==> config.mk <==
export PLATFORM = sky130hd
export DESIGN_NAME = fpu_ret_collect
export DESIGN_NICKNAME = d
export VERILOG_FILES = /design/src/rtl/fpu_ret_collect.sv
export SDC_FILE = /design/constraint.sdc
export NUM_CORES = 1
export LEC_CHECK = 0
export ABC_AREA = 1
export BUFFER_PORTS_ARGS = -buffer_cell sky130_fd_sc_hd__clkbuf_2
export CAP_MARGIN = 20
export CORE_UTILIZATION = 58
export DETAILED_ROUTE_END_ITERATION = 16
export GPL_TIMING_DRIVEN = 1
export PLACE_DENSITY = 0.78
export SLEW_MARGIN = 10
export SYNTH_ARGS = -nofsm -noshare
export SYNTH_HDL_FRONTEND = slang
export SYNTH_SLANG_ARGS = --single-unit
==> constraint.sdc <==
create_clock -name clk -period 7.25 [get_ports clk]
set_clock_uncertainty 0.05 [all_clocks]
set_input_delay 1.0875 -clock clk [delete_from_list [all_inputs] [get_ports clk]]
set_output_delay 1.0875 -clock clk [all_outputs]
set_load 0.05 [all_outputs]
==> src/rtl/fpu_ret_collect.sv <==
`default_nettype none
// ============================================================================
// Module   : fpu_ret_collect
// Brief    : In-order retire-status queue for the three FP add ports, with
//            sticky exception flags and a registered almost-full stall.
// Revision : 1.0 - initial release
// ============================================================================
module fpu_ret_collect #(
    parameter int DEPTH    = 8,
    parameter int STALL_TH = 3
) (
    input  logic                       clk,
    input  logic                       rst,
    input  logic [13:0]                u1_ret,
    input  logic                       u1_ret_en,
    input  logic [13:0]                u3_ret,
    input  logic                       u3_ret_en,
    input  logic [13:0]                u5_ret,
    input  logic                       u5_ret_en,
    output logic [13:0]                out_ret,
    output logic [1:0]                 out_port,
    output logic                       out_vld,
    input  logic                       out_rdy,
    input  logic                       flags_clr,
    output logic [5:0]                 fp_flags,
    output logic                       stall,
    output logic                       ovf_err,
    output logic [$clog2(DEPTH):0]     count
);

    localparam int c_AW = $clog2(DEPTH);
    localparam int c_CW = c_AW + 1;

    logic [13:0]     r_mem_ret  [DEPTH];
    logic [1:0]      r_mem_port [DEPTH];
    logic [c_AW-1:0] r_rd_ptr;
    logic [c_AW-1:0] r_wr_ptr;
    logic [c_CW-1:0] r_count;
    logic [5:0]      r_flags;
    logic            r_stall;
    logic            r_ovf;

    logic            w_pop;
    logic [c_CW-1:0] w_free;
    logic            w_acc1, w_acc3, w_acc5;
    logic [c_CW-1:0] w_n1, w_n3, w_nacc;
    logic            w_drop;
    logic [c_CW-1:0] w_count_next;
    logic [c_CW-1:0] w_free_next;
    logic [5:0]      w_set_flags;
    logic [c_AW-1:0] w_wa1, w_wa3, w_wa5;

    // Space is judged after this cycle's pop, so a full queue that drains
    // one entry can still accept one write in the same cycle.
    always_comb begin
        w_pop        = (r_count != '0) && out_rdy;
        w_free       = c_CW'(DEPTH) - r_count + c_CW'(w_pop);
        w_acc1       = u1_ret_en && (w_free != '0);
        w_n1         = c_CW'(w_acc1);
        w_acc3       = u3_ret_en && (w_free > w_n1);
        w_n3         = w_n1 + c_CW'(w_acc3);
        w_acc5       = u5_ret_en && (w_free > w_n3);
        w_nacc       = w_n3 + c_CW'(w_acc5);
        w_drop       = (u1_ret_en && !w_acc1) || (u3_ret_en && !w_acc3) ||
                       (u5_ret_en && !w_acc5);
        w_count_next = r_count + w_nacc - c_CW'(w_pop);
        w_free_next  = c_CW'(DEPTH) - w_count_next;
        w_set_flags  = (w_acc1 ? u1_ret[5:0] : 6'd0) |
                       (w_acc3 ? u3_ret[5:0] : 6'd0) |
                       (w_acc5 ? u5_ret[5:0] : 6'd0);
        // Accepted writes are packed into consecutive slots in u1, u3, u5 order.
        w_wa1        = r_wr_ptr;
        w_wa3        = r_wr_ptr + c_AW'(w_acc1);
        w_wa5        = r_wr_ptr + c_AW'(w_acc1) + c_AW'(w_acc3);
    end

    always_ff @(posedge clk or negedge rst) begin
        if (!rst) begin
            for (int i = 0; i < DEPTH; i++) begin
                r_mem_ret[i]  <= '0;
                r_mem_port[i] <= '0;
            end
            r_rd_ptr <= '0;
            r_wr_ptr <= '0;
            r_count  <= '0;
            r_flags  <= '0;
            r_stall  <= 1'b0;
            r_ovf    <= 1'b0;
        end else begin
            if (w_acc1) begin
                r_mem_ret[w_wa1]  <= u1_ret;
                r_mem_port[w_wa1] <= 2'd0;
            end
            if (w_acc3) begin
                r_mem_ret[w_wa3]  <= u3_ret;
                r_mem_port[w_wa3] <= 2'd1;
            end
            if (w_acc5) begin
                r_mem_ret[w_wa5]  <= u5_ret;
                r_mem_port[w_wa5] <= 2'd2;
            end
            r_wr_ptr <= r_wr_ptr + w_nacc[c_AW-1:0];
            r_rd_ptr <= r_rd_ptr + c_AW'(w_pop);
            r_count  <= w_count_next;
            r_flags  <= (flags_clr ? 6'd0 : r_flags) | w_set_flags;
            r_stall  <= (w_free_next <= c_CW'(STALL_TH));
            r_ovf    <= r_ovf | w_drop;
        end
    end

    assign out_ret  = r_mem_ret[r_rd_ptr];
    assign out_port = r_mem_port[r_rd_ptr];
    assign out_vld  = (r_count != '0);
    assign fp_flags = r_flags;
    assign stall    = r_stall;
    assign ovf_err  = r_ovf;
    assign count    = r_count;

endmodule
`default_nettype wire
==> impl_results.md, run 1 <==
* PwrDens at about 620 mW/mm^2
* Post-route DRC at 0
* Vias after detailed routing at 13400
* Worst setup path startpoint: count[2]
* Yosys top cell by area: dfrtp_1
* Clock transition at path regs at 70 ps
* Largest family of logic cells by synthesized area: simple AND/OR/NAND/NOR gates
* Most frequent cell on the critical path: inv_1
* Hold WS at between 400 and 500 ps
* Setup TNS at 0 ps
* Buffers on Ports at 77
* Die Ht at 141 um
* Syn. warnings at 0
* R2R Setup Slk at around 1100 ps
* RR Endpoint: stall
* Largest fanout on the critical path at 12
* Chip width at between 100 and 150 um
* Setup violations, final at 0
* Synth Area in Adders at under 10%
* GP Congestion at 0.919
* Sink Count at about 150
* RSZ-0062 raised after global routing: no
* Compound-Gate Fraction of Synth Area at approximately 11%
* Setup bufs post-CTS at 0
* Simple-gate share of the synthesized area at 43.9%
* CP Class: register to register
* Actual slew at the worst max-slew pin at around 1300 ps
* Max Clock Freq at 163 MHz
* Post-Synthesis Cells at 1774
* Final nets at 1826
* Status: finished, final reports clean
* Root buffer cell: clkbuf_16
* Number of CTS-inserted buffers at 17
* DIE AREA at ~0.02 sq mm
* Share of the synthesized area in the top cell type at roughly a third
* Fillers at approximately 1700
* Initial Utilization at 59.7%
* Syn Nets at roughly 1800
* Initial antenna violation count at 1
* Avg Synthesized Cell Area at about 6.4 sq um
* Layout cells sized above 1 at 9.45%
* Synthesis-to-finish area growth at 8.64%
* Post-synth top flop: dfrtp_1
* Vias in the first global route at around 12000
* # IOs at roughly 80
* Synth cell count leaders: nand2_1 (508), nand3_1 (459), o21ai_0 (193)
* CP required at between 7000 and 8000 ps
* Via/cell ratio at 6.60
* Worst min path class: register to register
* First-pass GRT wire length at 67800 um
* VDD IR max at slightly above 0.0005 V
* Hold path cells at 1
* Min-Delay Endpoint: r_rd_ptr[2]
* Worst slew margin relative to its limit at between 10% and 20%
* Hold path start: r_rd_ptr[2]
* CP max-delay cell: fa_1
* Final hold violations at 0
* Crit. End Element: register
* Wirelength, routed at approximately 44000 um
* Mapped cell area at roughly 0.011 sq mm
* CTS tree: yes
* Reg2reg path depth at 32
* Post_cts resized at 0
* Max-Cap Viols at 0
* Worst-case clock buffer depth at 2
* Crit share post-route at a little over four fifths
* Synth Area in XOR/XNOR at less than 1%
* Site row count at 50
* First-pass DRT Iterations at 8
* Ant. Diodes at 0
* Register area share after synthesis at 32.4%
* H-tree Lvls at 4
* CP max stage delay at between 500 and 600 ps
* Dpl hpwl at 25100 um
* Synth Register Bits at between 100 and 150
* Worst path arrival time at between 6000 and 7000 ps
* Synth area leaders: dfrtp_1 (32%), nand3_1 (20%), nand2_1 (17%)
* Core ar. at about 0.019 sq mm
* RR Startpoint: count[2]
* CP Launch Type: register
* Iteration-0 DRC Markers at approximately 2200
* CTS Hold Bufs at 0
* Final worst path period need at between 6000 and 7000 ps
* Clk_lat worst skew at around 440 ps
* Post-synthesis mux area share at 0%
* Wire per inst at 21.8 um
* Ys async rst share at 100%
* GRT Total Usage at 44.8%
* Leading cell type by number of instances after synthesis: nand2_1
* Leakage at between 0.006 and 0.007 uW
* Overflow after GRT at 0
* Pin count of the biggest net entering global routing at 103
* Max-slew violations at 0
* Netlist cell types at 31
* Number of routed nets with antenna violations at 0
* Number of flops mapped to enable cells by yosys at 0
area by class of cell:
class | count | area, sq um | area share, %
Multi-Input combinational cell | 1397 | 6610 | 53.9
Sequential cell | 146 | 3650 | 29.8
Timing Repair Buffer | 111 | 698 | 5.70
Clock buffer | 23 | 468 | 3.82
Tap cell | 260 | 325 | 2.65
Inverter | 81 | 304 | 2.48
Clock inverter | 9 | 201 | 1.64
layout by cell type (no fill, tap or decap), drive strengths merged:
cell type / instances
o21ai: 196
clkinv: 3
or2: 1
inv: 80
clkinvlp: 1
o21a: 1
ha: 20
clkbuf: 98
nand3: 459
nand4: 24
fa: 3
o221ai: 1
nand2: 511
a21oi: 7
o211ai: 1
bufinv: 6
xor2: 2
o22ai: 15
buf: 36
nor2: 135
xnor2: 4
a31oi: 16
o31ai: 1
dfrtp: 146
cell families after synthesis:
group                      Yosys count
and+or+nand+nor                   1130
xor gates and xnor gates             6
adders and majority gates           23
AOI/OAI and AO/OA                  238
DFF                                146
buffers and inverters              231
worst max-delay path: cells and delay by family, from the launching register on:
kind                       cells  cell delay (ps)
AOI/OAI and AO/OA              4              570
adders and majority gates      9             2590
buffers and inverters         11              950
DFF                            1              430
and+or+nand+nor                8             1420
worst max path at each step:
| stage | end | slack (ps) | cells after the start |
|---|---|---|---|
| floorplan | stall | 1200 | 32 |
| global placement | stall | 950 | 30 |
| detailed placement | stall | 730 | 30 |
| CTS | stall | 1150 | 32 |
| global route | stall | 590 | 32 |
| finish | stall | 1120 | 32 |
metrics by stage:
stage / instances / utilization [%] / power [uW] / cell area [sq um] / worst slack (ps)
floorplan: 1774 / - / 5110 / 11300 / 1200
global placement: 1986 / 60.7 / 6130 / 11500 / 949
detailed placement: 1989 / 60.9 / 6290 / 11500 / 735
CTS: 2021 / 64.4 / 7340 / 12200 / 1150
global route: 2027 / 64.9 / 8050 / 12300 / 588
finish: 2027 / 64.9 / 7580 / 12300 / 1120
routing by layer:
| layer | track usage (%) | vias to the layer above | share of wire (%) |
|---|---|---|---|
| li1 | - | 5890 | - |
| met1 | 56.9 | 6015 | 36 |
| met2 | 66.3 | 1202 | 42 |
| met3 | 13.5 | 266 | 16 |
| met4 | 28.9 | 2 | 6.7 |
| met5 | 0 | - | 0.023 |
registers in the layout (all words and copies together), names as in the netlist:
register and count:
r_mem_port 16, r_wr_ptr 3, stall 1, ovf_err 1, r_mem_ret 112, count 4
fp_flags 6, r_rd_ptr 3
where the power goes:
part | internal [uW] | switching, uW
clock | 665 | 376
combinational | 1420 | 3580
sequential | 1250 | 289
total | 3330 | 4250
Note: power is estimated with default switching activity, not from simulation.
==> run 2, diff against run 1 <==
==> constraint.sdc (replaced) <==
create_clock -name clk -period 5.8 [get_ports clk]
set_clock_uncertainty 0.05 [all_clocks]
set_input_delay 0.87 -clock clk [delete_from_list [all_inputs] [get_ports clk]]
set_output_delay 0.87 -clock clk [all_outputs]
set_load 0.05 [all_outputs]
==> run 2 against run 1 <==
Against the previous run:
- cell area increased by 0.32%
- clock power increased by 20%
- die area unchanged
- critical endpoint unchanged
- total power increased by 25%
- fmax increased by 16%
- non-clock buffer count increased by 11
==> impl_results.md, run 2 (synthesized netlist as in run 1, its figures left out) <==
* Final worst path period need at 5290 ps
* Met3 Track Usage GR at roughly 12%
* CP Class: register to register
* Worst slew margin relative to its limit at between 15 and 20%
* GP Congestion at ~0.9
* Most frequent cell on the critical path: inv_1
* Final hold violations at 0
* GRT Total Usage at roughly 45%
* Core ar. at around 0.019 sq mm
* Grt met1 use at between 50% and 60%
* RR Startpoint: count[2]
* GRT Max-Usage Layer: met2
* Number of routed nets with antenna violations at 0
* Vias after detailed routing at roughly 13000
* CP max stage delay at between 500 and 600 ps
* Clock transition at path regs at approximately 70 ps
* Synthesis-to-finish area growth at 8.98%
* Met2 Use GR at 65.9%
* Initial antenna violation count at 1
* Initial Utilization at between 50% and 60%
* Top reg by flops: r_mem_ret
* Wirelength, routed at approximately 44000 um
* Number of CTS-inserted buffers at 17
* Iteration-0 DRC Markers at around 2300
* Post-route DRC at 0
* Inst Count DP at approximately 2000
* CP max-delay cell: fa_1
* DIE AREA at approximately 0.02 sq mm
* Max-Cap Viols at 0
* Final Non-Filler Cells at ~2000
* Max Clock Freq at between 150 and 200 MHz
* Wire per inst at approximately 22 um
* Most frequent cells in the layout: nand2_1 (507), nand3_1 (459), o21ai_0 (193)
* Number of flip-flops in the largest register at approximately 110
* CTS Hold Bufs at 0
* Actual slew at the worst max-slew pin at 1200 ps
* Total Power at roughly 9500 uW
* Largest fanout on the critical path at 8
* Most common cell after layout, fill and taps aside: nand2_1
* CP required at approximately 6100 ps
* Vias in the first global route at ~12000
* Ant. Diodes at 0
* CTS tree: yes
* Buffers on Ports at just under 80
* Crit. End Element: register
* Crit share post-route at between 90% and 100%
* Site row count at 50
* Post_cts resized at 0
* # IOs at 78
* Final nets at 1837
* Status: finished, final reports clean
* RSZ-0062 raised after global routing: no
* Overflow after GRT at 0
* Setup violations, final at 0
* H-tree Lvls at 4
* Final WS setup at approximately 510 ps
* First-pass GRT wire length at around 67000 um
* First-pass DRT Iterations at 8
* Leakage at a little over 0.006 uW
* Pin count of the biggest net entering global routing at 94
* Setup bufs post-CTS at 0
* Via/cell ratio at approximately 6.5
* Setup TNS at 0 ps
* Dpl hpwl at between 20000 and 30000 um
* Pre-CTS setup slack at ~240 ps
* Root buffer cell: clkbuf_16
* Layout cells sized above 1 at under 10%
* Chip width at ~140 um
* Die Ht at 141 um
* Worst path arrival time at 5570 ps
* PwrDens at 769 mW/mm^2
* R2R Setup Slk at between 500 and 600 ps
* Sink Count at around 150
* Clk_lat worst skew at 440 ps
* Fillers at 1755
* Reg2reg path depth at 30
* RR Endpoint: stall
* CP Launch Type: register
* Worst min path class: primary input to async pin
* Max-slew violations at 0
* VDD IR max at 0.000909 V
* Worst-case clock buffer depth at 2
==> run 2: metrics by stage <==
stage                     hold WS (ps)  area [sq um]  util [%]
final                              445         12300      65.1
after global routing               482         12300      65.1
after CTS                          453         12200      64.6
after detailed placement           438         11600      61.2
after global placement             438         11600      61.2
after floorplan                    407         11300         -
==> run 2: where the power goes <==
part           internal [uW]  switching, uW  leakage [uW]
clock                    765            483      0.000311
combinational           1810           4470       0.00409
sequential              1560            369       0.00179
==> run 2: layout make-up <==
type / count / area (sq um) / share of cell area (%)
Clock buffer: 19 / 433 / 3.52
Timing Repair Buffer: 122 / 778 / 6.33
Clock inverter: 13 / 208 / 1.69
Tap cell: 260 / 325 / 2.65
Sequential cell: 146 / 3660 / 29.7
Multi-Input combinational cell: 1397 / 6590 / 53.6
Inverter: 81 / 304 / 2.47
==> run 2: worst max-delay path by stage <==
stage                  start    end  slack [ps]  cells past startpoint
floorplan           count[2]  stall          60                     32
global placement     out_rdy  stall         360                     28
detailed placement   out_rdy  stall         240                     28
CTS                 count[2]  stall         500                     30
global route        count[2]  stall          70                     30
finish              count[2]  stall         510                     30
==> run 2: worst max-delay path: cells and delay by family, from the launching register on <==
| kind | cells | cell delay, ps |
|---|---|---|
| buffers and inverters | 10 | 670 |
| AO/OA/AOI/OAI | 4 | 520 |
| flip-flops | 1 | 450 |
| adder cells (fa/ha/maj) | 9 | 2530 |
| AND/OR/NAND/NOR | 7 | 950 |
==> run 2: layer usage <==
layer,up-vias,wire length (um)
li1,5917,-
met1,5998,16000
met2,1187,18900
met3,238,7050
met4,2,2520
met5,-,9
